$ cat config.mk
export PLATFORM = sky130hd
export DESIGN_NAME = fir_serial_mac
export DESIGN_NICKNAME = d
export VERILOG_FILES = /design/src/rtl/fir_serial_mac.sv
export SDC_FILE = /design/constraint.sdc
export NUM_CORES = 1
export LEC_CHECK = 0
export BUFFER_PORTS_ARGS = -buffer_cell sky130_fd_sc_hd__buf_2
export CORE_ASPECT_RATIO = 0.8
export CORE_MARGIN = 3
export CORE_UTILIZATION = 61
export CTS_CLUSTER_DIAMETER = 120
export DETAILED_ROUTE_END_ITERATION = 10
export GPL_ROUTABILITY_DRIVEN = 0
export PLACE_DENSITY = 0.83
export SLEW_MARGIN = 10
export SYNTH_ARGS = -nofsm -noshare
export SYNTH_HDL_FRONTEND = slang
export SYNTH_SLANG_ARGS = --single-unit
export TNS_END_PERCENT = 20
$ cat constraint.sdc
create_clock -name system1000 -period 18.3 [get_ports system1000]
set_clock_uncertainty 0.2 [all_clocks]
set_input_delay 0 -clock system1000 [delete_from_list [all_inputs] [get_ports system1000]]
set_output_delay 0 -clock system1000 [all_outputs]
set_load 0.02 [all_outputs]
$ cat src/rtl/fir_serial_mac.sv
// Time-multiplexed Q1.15 FIR: one sample in, TAPS serial saturating
// MAC cycles through a single 16x16 multiplier, one sample out.
module fir_serial_mac #(
  parameter int TAPS = 4,
  localparam int AW = (TAPS > 1) ? $clog2(TAPS) : 1
) (
  input  logic          system1000,
  input  logic          system1000_rstn,
  input  logic          in_valid,
  input  logic [15:0]   in_data,
  output logic          in_ready,
  input  logic          coef_we,
  input  logic [AW-1:0] coef_addr,
  input  logic [15:0]   coef_data,
  output logic          out_valid,
  output logic [15:0]   out_data,
  input  logic          out_ready
);

  typedef enum logic [1:0] {
    S_IDLE,
    S_MAC,
    S_OUT
  } state_e;

  state_e state_q, state_d;

  logic signed [15:0] x_q [TAPS];
  logic signed [15:0] x_d [TAPS];
  logic signed [15:0] c_q [TAPS];
  logic signed [15:0] c_d [TAPS];
  logic signed [15:0] acc_q, acc_d;
  logic signed [15:0] out_data_q, out_data_d;
  logic [AW-1:0]      idx_q, idx_d;

  logic               accept;
  logic               coef_ok;
  logic signed [31:0] prod;
  logic signed [32:0] prod_rnd;
  logic signed [32:0] q_sh;
  logic signed [15:0] q16;
  logic signed [16:0] sum17;
  logic signed [15:0] acc_sat;

  assign in_ready  = (state_q == S_IDLE) && system1000_rstn;
  assign accept    = in_valid && in_ready;
  assign coef_ok   = (state_q == S_IDLE) && coef_we
                     && (32'(coef_addr) < TAPS);
  assign out_valid = (state_q == S_OUT);
  assign out_data  = out_data_q;

  // Round-to-nearest product, then saturating accumulate.
  always_comb begin
    prod     = x_q[idx_q] * c_q[idx_q];
    prod_rnd = 33'(prod) + 33'sd16384;
    q_sh     = prod_rnd >>> 15;
    q16      = q_sh[15:0];
    unique case (1'b1)
      (q_sh > 33'sd32767):  q16 = 16'sh7fff;
      (q_sh < -33'sd32768): q16 = 16'sh8000;
      default:              q16 = q_sh[15:0];
    endcase
    sum17   = {acc_q[15], acc_q} + {q16[15], q16};
    acc_sat = sum17[15:0];
    if (sum17[16] != sum17[15]) begin
      acc_sat = sum17[16] ? 16'sh8000 : 16'sh7fff;
    end
  end

  always_comb begin
    state_d    = state_q;
    x_d        = x_q;
    c_d        = c_q;
    acc_d      = acc_q;
    idx_d      = idx_q;
    out_data_d = out_data_q;
    if (coef_ok) begin
      c_d[coef_addr] = coef_data;
    end
    unique case (state_q)
      S_IDLE: begin
        if (accept) begin
          x_d[0] = in_data;
          for (int k = 1; k < TAPS; k++) begin
            x_d[k] = x_q[k-1];
          end
          acc_d   = '0;
          idx_d   = '0;
          state_d = S_MAC;
        end
      end
      S_MAC: begin
        acc_d = acc_sat;
        idx_d = idx_q + AW'(1);
        if (idx_q == AW'(TAPS - 1)) begin
          idx_d      = '0;
          out_data_d = acc_sat;
          state_d    = S_OUT;
        end
      end
      S_OUT: begin
        if (out_ready) begin
          state_d = S_IDLE;
        end
      end
      default: state_d = S_IDLE;
    endcase
  end

  always_ff @(posedge system1000) begin
    if (!system1000_rstn) begin
      state_q    <= S_IDLE;
      acc_q      <= '0;
      idx_q      <= '0;
      out_data_q <= '0;
      for (int k = 0; k < TAPS; k++) begin
        x_q[k] <= '0;
        c_q[k] <= '0;
      end
    end else begin
      state_q    <= state_d;
      acc_q      <= acc_d;
      idx_q      <= idx_d;
      out_data_q <= out_data_d;
      x_q        <= x_d;
      c_q        <= c_d;
    end
  end

endmodule

==> results.py, run 1 <==
metrics = {
    "floorplanning": {
        "die_h_um": 155,
        "num_rows": 53,
        "dieArea_um2": 29900,
        "die_width_um": 193,
        "start_util_pct": 63.2,
        "io_pins": 57,
        "core_um2": 26900,
    },
    "routing": {
        "firstDrtPassIters": 6,
        "num_vias": 13500,
        "detail-route-antenna-nets": 0,
        "first_iter_violations": 1373,
        "drc": 0,
        "drt_wl_total_um": 42500,
        "avgRoutedWirePerCell_um": 18.5,
        "via_per_inst": 5.87,
    },
    "logic_synthesis": {
        "synth.most_common_cell": "nand2_1",
        "synthesis.nets": 2307,
        "yosys.area.top_type_share_pct": 31.6,
        "ys_seq_area_share_pct": 19.3,
        "ys_warn_count": 0,
        "synth-seq-cells": 164,
        "async_reset_ff_share_pct": 0,
        "yosysUniqueCellTypes": 61,
        "yosys.area.top_type": "fa_1",
        "synth_area_leaders": "fa_1, dfxtp_1, nand2_1",
        "synth_cells": 1905,
        "synthesis.area_um2": 17000,
        "synthFlopType": "dfxtp_1",
        "synth_edf_count": 0,
        "synth_common_cells": "nand2_1, inv_1, fa_1",
        "synth.avg_cell_area_um2": 8.91,
    },
    "setup_path": {
        "crit_type": "register to register",
        "cp-start-kind": "register",
        "cp.required_ns": 18.47,
        "critPathMaxFanout": 36,
        "crit_slowest_cell": "o21ai_1",
        "path_common_cell": "fa_1",
        "crit_arrival_ns": 11.84,
        "max_stage_delay_ns": 0.94,
        "crit_path_end_kind": "register",
    },
    "clock_tree": {
        "cts_resized": 0,
        "ctsLongestPathBuffers": 2,
        "htreeDepth": 4,
        "cts_tree": "done",
        "cts.sinks": 164,
        "cts-buffers-inserted": 17,
        "clk_pin_slew_ns": 0.07,
        "cts_root_buf": "clkbuf_16",
        "clk_latency_ns": 0.44,
    },
    "global_routing": {
        "grt_usage_pct": 30.1,
        "antenna_found_initial": 2,
        "grt_pass1_vias": 14200,
        "grt_pass1_wl_um": 71200,
        "grt_max_degree": 130,
        "grt_overflow_total": 0,
    },
    "layout": {
        "nets": 2333,
        "post-route-util_pct": 68.5,
        "n_fill_cell": 1994,
        "syn_to_final_growth_pct": 8.27,
        "diodes": 0,
        "drive_gt1_share_pct": 7.25,
    },
    "min_path": {
        "holdCritPathClass": "input port to register",
    },
    "sta": {
        "rsz0062_at_grt": "false",
        "maxSlewHeadroom_pct": 21.1,
        "layout_min_cycle_time_ns": 11.67,
        "setup-tns-final_ns": 0,
        "period_share_pct": 63.8,
        "hold_viol_final": 0,
        "finalSetupViolCount": 0,
        "fmax_mhz": 85.7,
        "tightestPinTransition_ns": 1.18,
        "drv_slew": 0,
    },
    "power": {
        "p_leak_nw": 8.71,
        "powerDensity_nw_per_um2": 58.3,
        "ir_drop_v": 0.0000899,
    },
    "placement": {
        "port_buffers": 56,
        "dpl.hpwl_um": 31300,
    },
    "run": {
        "cap_violations": 0,
    },
    "run_status": {
        "status": "complete, no violations",
    },
}
==> path summary, 6_finish.rpt <==
| kind | endpoint | cells past startpoint | start | slack [ns] |
|---|---|---|---|---|
| max | out_data[1]$_SDFFE_PN0P_ | 33 | idx_q[0]$_SDFFE_PN0P_ | 6.63 |
| min | out_data[15]$_SDFFE_PN0P_ | 3 | system1000_rstn | 0.03 |
| max reg2reg | out_data[1]$_SDFFE_PN0P_ | 33 | idx_q[0]$_SDFFE_PN0P_ | 6.63 |
| min reg2reg | c_q[44]$_SDFFE_PN0P_ | 2 | c_q[44]$_SDFFE_PN0P_ | 0.26 |
==> area by class of cell <==
| cell class | count | area [um^2] | share of cell area, % |
|---|---|---|---|
| clock inverter | 15 | 193 | 1.05 |
| multi-input combinational | 1348 | 12200 | 66.5 |
| inverter | 303 | 1140 | 6.19 |
| clock buffer | 17 | 425 | 2.31 |
| tap | 357 | 447 | 2.43 |
| sequential | 164 | 3280 | 17.9 |
| timing repair buffer | 97 | 678 | 3.69 |
==> cell families after synthesis <==
kind of cell | count (synthesis) | synth area share [%]
and+or+nand+nor | 630 | 16.7
buffers and inverters | 393 | 8.73
adders and majority gates | 363 | 38.6
AOI/OAI and AO/OA | 282 | 10.2
DFF | 164 | 19.3
muxes | 38 | 4.55
xor gates and xnor gates | 35 | 1.81
==> sequential cells by signal, indices dropped and copies added, names as in the netlist <==
register,count
out_data,16
idx_q,2
x_q,64
state_q,2
acc_q,16
c_q,64
==> cell usage in the layout (no fill, tap or decap), drive strengths merged, types with 4 or more instances in the layout <==
master       instances
a211oi               5
a21boi              13
a21o                19
a21oi               93
a22o                28
a31o                 4
a31oi                4
and2               122
and3                 8
buf                 61
clkbuf              17
clkinv               6
dfxtp              164
dlygate4sd3         36
fa                 268
ha                  95
inv                311
mux2                 4
mux4                31
nand2              409
nand2b               5
nand3                5
nand4                8
nor2                37
nor2b               10
nor3                 6
nor3b                4
o21a                 5
o21ai               83
o21bai               5
or2                  4
or3                  4
xnor2               26
xor2                 9
==> metrics by stage <==
stage	worst slack (ns)	cell area [um^2]	hold slack (ns)	instances	power, W
after detailed placement	6.88	17400	-0.00202	2233	0.000690
after CTS	6.76	18400	0.0523	2301	0.00107
final	6.63	18400	0.0323	2301	0.00107
after global placement	7.25	17400	-0.00825	2233	0.000677
after global routing	5.90	18400	0.0676	2301	0.00112
after floorplan	7.72	17000	-0.0914	1905	0.000610
==> metal layers <==
layer | vias up | wire length (um) | track usage, %
met3 | 108 | 3650 | 5.25
met1 | 6718 | 17300 | 41.3
met2 | 655 | 20400 | 49.2
li1 | 6034 | - | -
met5 | - | 13 | 0
met4 | 2 | 1090 | 8.98
==> timing repair <==
item,CTS,global route
hold buffers,36,0
setup endpoints to repair,0,0
setup buffers,0,0
endpoints found under the hold margin,85,0
==> worst max-delay path: cells and delay by family (launching register included) <==
kind	cells	cell delay [ns]
compound gates	14	4.08
fa+ha+maj	8	3.70
buf+inv	5	0.77
flops	1	0.32
mux	1	0.79
simple gates	5	1.70
==> report_power, final <==
| group | internal (W) | switching [W] | leakage [nW] |
|---|---|---|---|
| logic | 0.000118 | 0.000198 | 7.09 |
| clock network | 0.000188 | 0.000186 | 0.296 |
| registers | 0.000372 | 0.0000108 | 1.33 |
Power figures use the tool's default switching activity.
==> run 2: changes to the inputs <==
--- a/config.mk
+++ b/config.mk
@@ -5,10 +5,11 @@
 export SDC_FILE = /design/constraint.sdc
 export NUM_CORES = 1
 export LEC_CHECK = 0
+export ABC_AREA = 1
 export BUFFER_PORTS_ARGS = -buffer_cell sky130_fd_sc_hd__buf_2
 export CORE_ASPECT_RATIO = 0.8
 export CORE_MARGIN = 3
-export CORE_UTILIZATION = 61
+export CORE_UTILIZATION = 59
 export CTS_CLUSTER_DIAMETER = 120
 export DETAILED_ROUTE_END_ITERATION = 10
 export GPL_ROUTABILITY_DRIVEN = 0
==> constraint.sdc (replaced) <==
create_clock -name system1000 -period 9.8 [get_ports system1000]
set_clock_uncertainty 0.2 [all_clocks]
set_input_delay 0 -clock system1000 [delete_from_list [all_inputs] [get_ports system1000]]
set_output_delay 0 -clock system1000 [all_outputs]
set_load 0.02 [all_outputs]
==> run 2 against run 1 <==
  * Fmax increased by 24%
  * Highest routed layer is now met4
  * Die area increased by 7.7%
  * Register-to-register slack got worse by 6.2 ns
  * Synthesized cell count increased by 23%
  * Clock-buffer cell count unchanged
  * Final cell count increased by 23%
  * Critical path depth increased by 12
  * Sequential share of layout area decreased by 1.3 points
  * Power increased to 3.6 times the previous value
  * Clock power increased by 78%
  * Via count increased by 19%
  * Largest power group is now combinational cells
==> results.py, run 2 <==
metrics = {
    "logic_synthesis": {
        "synthesis.nets": 2743,
        "yosys.area.top_type_share_pct": 30.2,
        "ys_warn_count": 0,
        "synth.avg_cell_area_um2": 7.58,
        "yosysUniqueCellTypes": 40,
        "synth_common_cells": "inv_1, nand2_1, fa_1",
        "synth_area_leaders": "fa_1, dfxtp_1, inv_1",
        "async_reset_ff_share_pct": 0,
        "synth-seq-cells": 164,
        "synth_edf_count": 0,
        "synth_cells": 2341,
        "synthesis.area_um2": 17700,
        "ys_seq_area_share_pct": 18.5,
        "yosys.area.top_type": "fa_1",
        "synth.most_common_cell": "inv_1",
        "synthFlopType": "dfxtp_1",
    },
    "layout": {
        "nets": 2838,
        "multi_input_area_um2": 12300,
        "diodes": 0,
        "final_cell_mix": "inv_1, nand2_1, fa_1",
        "final_common_cell": "inv_1",
        "seqCellArea_um2": 3290,
        "drive_gt1_share_pct": 8.01,
        "top_regs": "c_q x64, x_q x64",
        "syn_to_final_growth_pct": 11.5,
        "n_fill_cell": 2231,
    },
    "clock_tree": {
        "cts-buffers-inserted": 17,
        "clk_latency_ns": 0.45,
        "ctsLongestPathBuffers": 2,
        "cts_root_buf": "clkbuf_16",
        "cts.sinks": 164,
        "cts_tree": "done",
        "htreeDepth": 4,
        "clk_pin_slew_ns": 0.07,
    },
    "sta": {
        "period_share_pct": 95.7,
        "worst_slack_ns": 0.423,
        "maxSlewHeadroom_pct": 20.2,
        "holdWs_ns": 0.0270,
        "hold_viol_final": 0,
        "tightestPinTransition_ns": 1.19,
        "layout_min_cycle_time_ns": 9.38,
        "fmax_mhz": 107,
        "drv_slew": 0,
        "finalSetupViolCount": 0,
        "setup-tns-final_ns": 0,
    },
    "min_path": {
        "holdCritPathClass": "input port to register",
    },
    "power": {
        "ir_drop_v": 0.000222,
        "p_leak_nw": 9.98,
        "powerDensity_nw_per_um2": 193,
        "totalPowerFinal_w": 0.00383,
    },
    "routing": {
        "via_per_inst": 5.68,
        "num_vias": 16000,
        "detail-route-antenna-nets": 0,
        "avgRoutedWirePerCell_um": 17.1,
        "drt_wl_total_um": 48200,
        "drc": 0,
        "first_iter_violations": 1674,
        "firstDrtPassIters": 6,
    },
    "setup_path": {
        "path_delay_family": "adder cells",
        "path_common_cell": "nand2_1",
        "crit_slowest_cell": "fa_1",
        "crit_type": "register to register",
        "worst-r2r-setup-slack_ns": 0.42,
        "crit_path_end_kind": "register",
        "critPathMaxFanout": 20,
        "cp-start-kind": "register",
        "cp.required_ns": 9.94,
        "crit_arrival_ns": 9.51,
        "max_stage_delay_ns": 0.51,
        "cp_num_buf_inv": 11,
    },
    "global_routing": {
        "grt_max_degree": 107,
        "grt_usage_pct": 30.7,
        "grt_pass1_vias": 16000,
        "grt_pass1_wl_um": 79200,
        "antenna_found_initial": 0,
        "grt_overflow_total": 0,
    },
    "placement": {
        "dp_slack_ns": -0.162,
        "port_buffers": 56,
        "dpl.hpwl_um": 36200,
    },
    "floorplanning": {
        "start_util_pct": 60.3,
        "dieArea_um2": 32200,
        "die_h_um": 161,
        "num_rows": 56,
        "io_pins": 57,
        "core_um2": 29400,
        "die_width_um": 200,
    },
    "run": {
        "cap_violations": 0,
    },
    "run_status": {
        "status": "complete, no violations",
    },
}
==> run 2: cell count changes in the layout (fill, tap and decap cells not counted), sizes merged, moves of 42 or more <==
cell and change:
nand2 +71, nand3 +80, nor2 +228, inv +190
buf +52, o21ai +45, and2 -122, a21oi +42
==> run 2: where the power goes <==
group	switching [W]	total, W	internal (W)
clock network	0.000308	0.000666	0.000357
logic	0.00160	0.00243	0.000825
registers	0.0000275	0.000734	0.000707
==> run 2: layout make-up <==
class / instances / area share, %
Clock buffer: 17 / 2.15
Tap cell: 377 / 2.38
Sequential cell: 164 / 16.6
Multi-Input combinational cell: 1589 / 62.2
Inverter: 502 / 9.62
Timing Repair Buffer: 162 / 6.35
Clock inverter: 13 / 0.702
==> run 2: final timing paths <==
check,from,to,cells after the start
max reg2reg,idx_q[0]$_SDFFE_PN0P_,out_data[4]$_SDFFE_PN0P_,45
max,idx_q[0]$_SDFFE_PN0P_,out_data[4]$_SDFFE_PN0P_,45
min reg2reg,c_q[0]$_SDFFE_PN0P_,c_q[0]$_SDFFE_PN0P_,2
min,in_valid,state_q[0]$_SDFFE_PN0P_,4
==> run 2: cell families (layout without fill, tap and decap cells) <==
logic type	after synthesis	in the layout	share of synthesized area (%)
and+or+nand+nor	851	851	19.2
DFF	164	164	18.5
adders and majority gates	363	363	36.9
xor gates and xnor gates	37	37	1.83
buffers and inverters	588	694	12.6
AOI/OAI and AO/OA	338	338	10.9
==> run 2: metal layers <==
layer  up-vias  part of all wire, %  track usage, %
met4         0                  3.8            10.9
met3       166                   12            7.42
met5         -                    0               0
met1      7716                   39            41.7
li1       7295                    -               -
met2       870                   45            48.6
==> run 2: what timing repair did <==
| action | CTS | global route |
|---|---|---|
| gates resized for setup | 2 | 38 |
| gates cloned | 0 | 1 |
| hold buffers | 48 | 0 |
| endpoints found under the setup margin | 30 | 32 |
| buffers inserted | 1 | 4 |
| endpoints found under the hold margin | 110 | 0 |
==> run 2: per-stage QoR <==
step	utilization (%)	std cells	area, um^2
3_3_place_gp	63.0	2740	18500
3_5_place_dp	63.0	2740	18500
6_report	67.2	2824	19800
5_1_grt	67.2	2824	19800
4_1_cts	66.6	2819	19600
2_1_floorplan	-	2341	17700
==> run 2: worst register-to-register path: cells and delay by family, from the launching register on <==
kind | cells | cell delay, ns
AO/OA/AOI/OAI | 10 | 1.88
AND/OR/NAND/NOR | 15 | 1.65
adder cells (fa/ha/maj) | 9 | 3.77
buffers and inverters | 11 | 1.40
flip-flops | 1 | 0.42
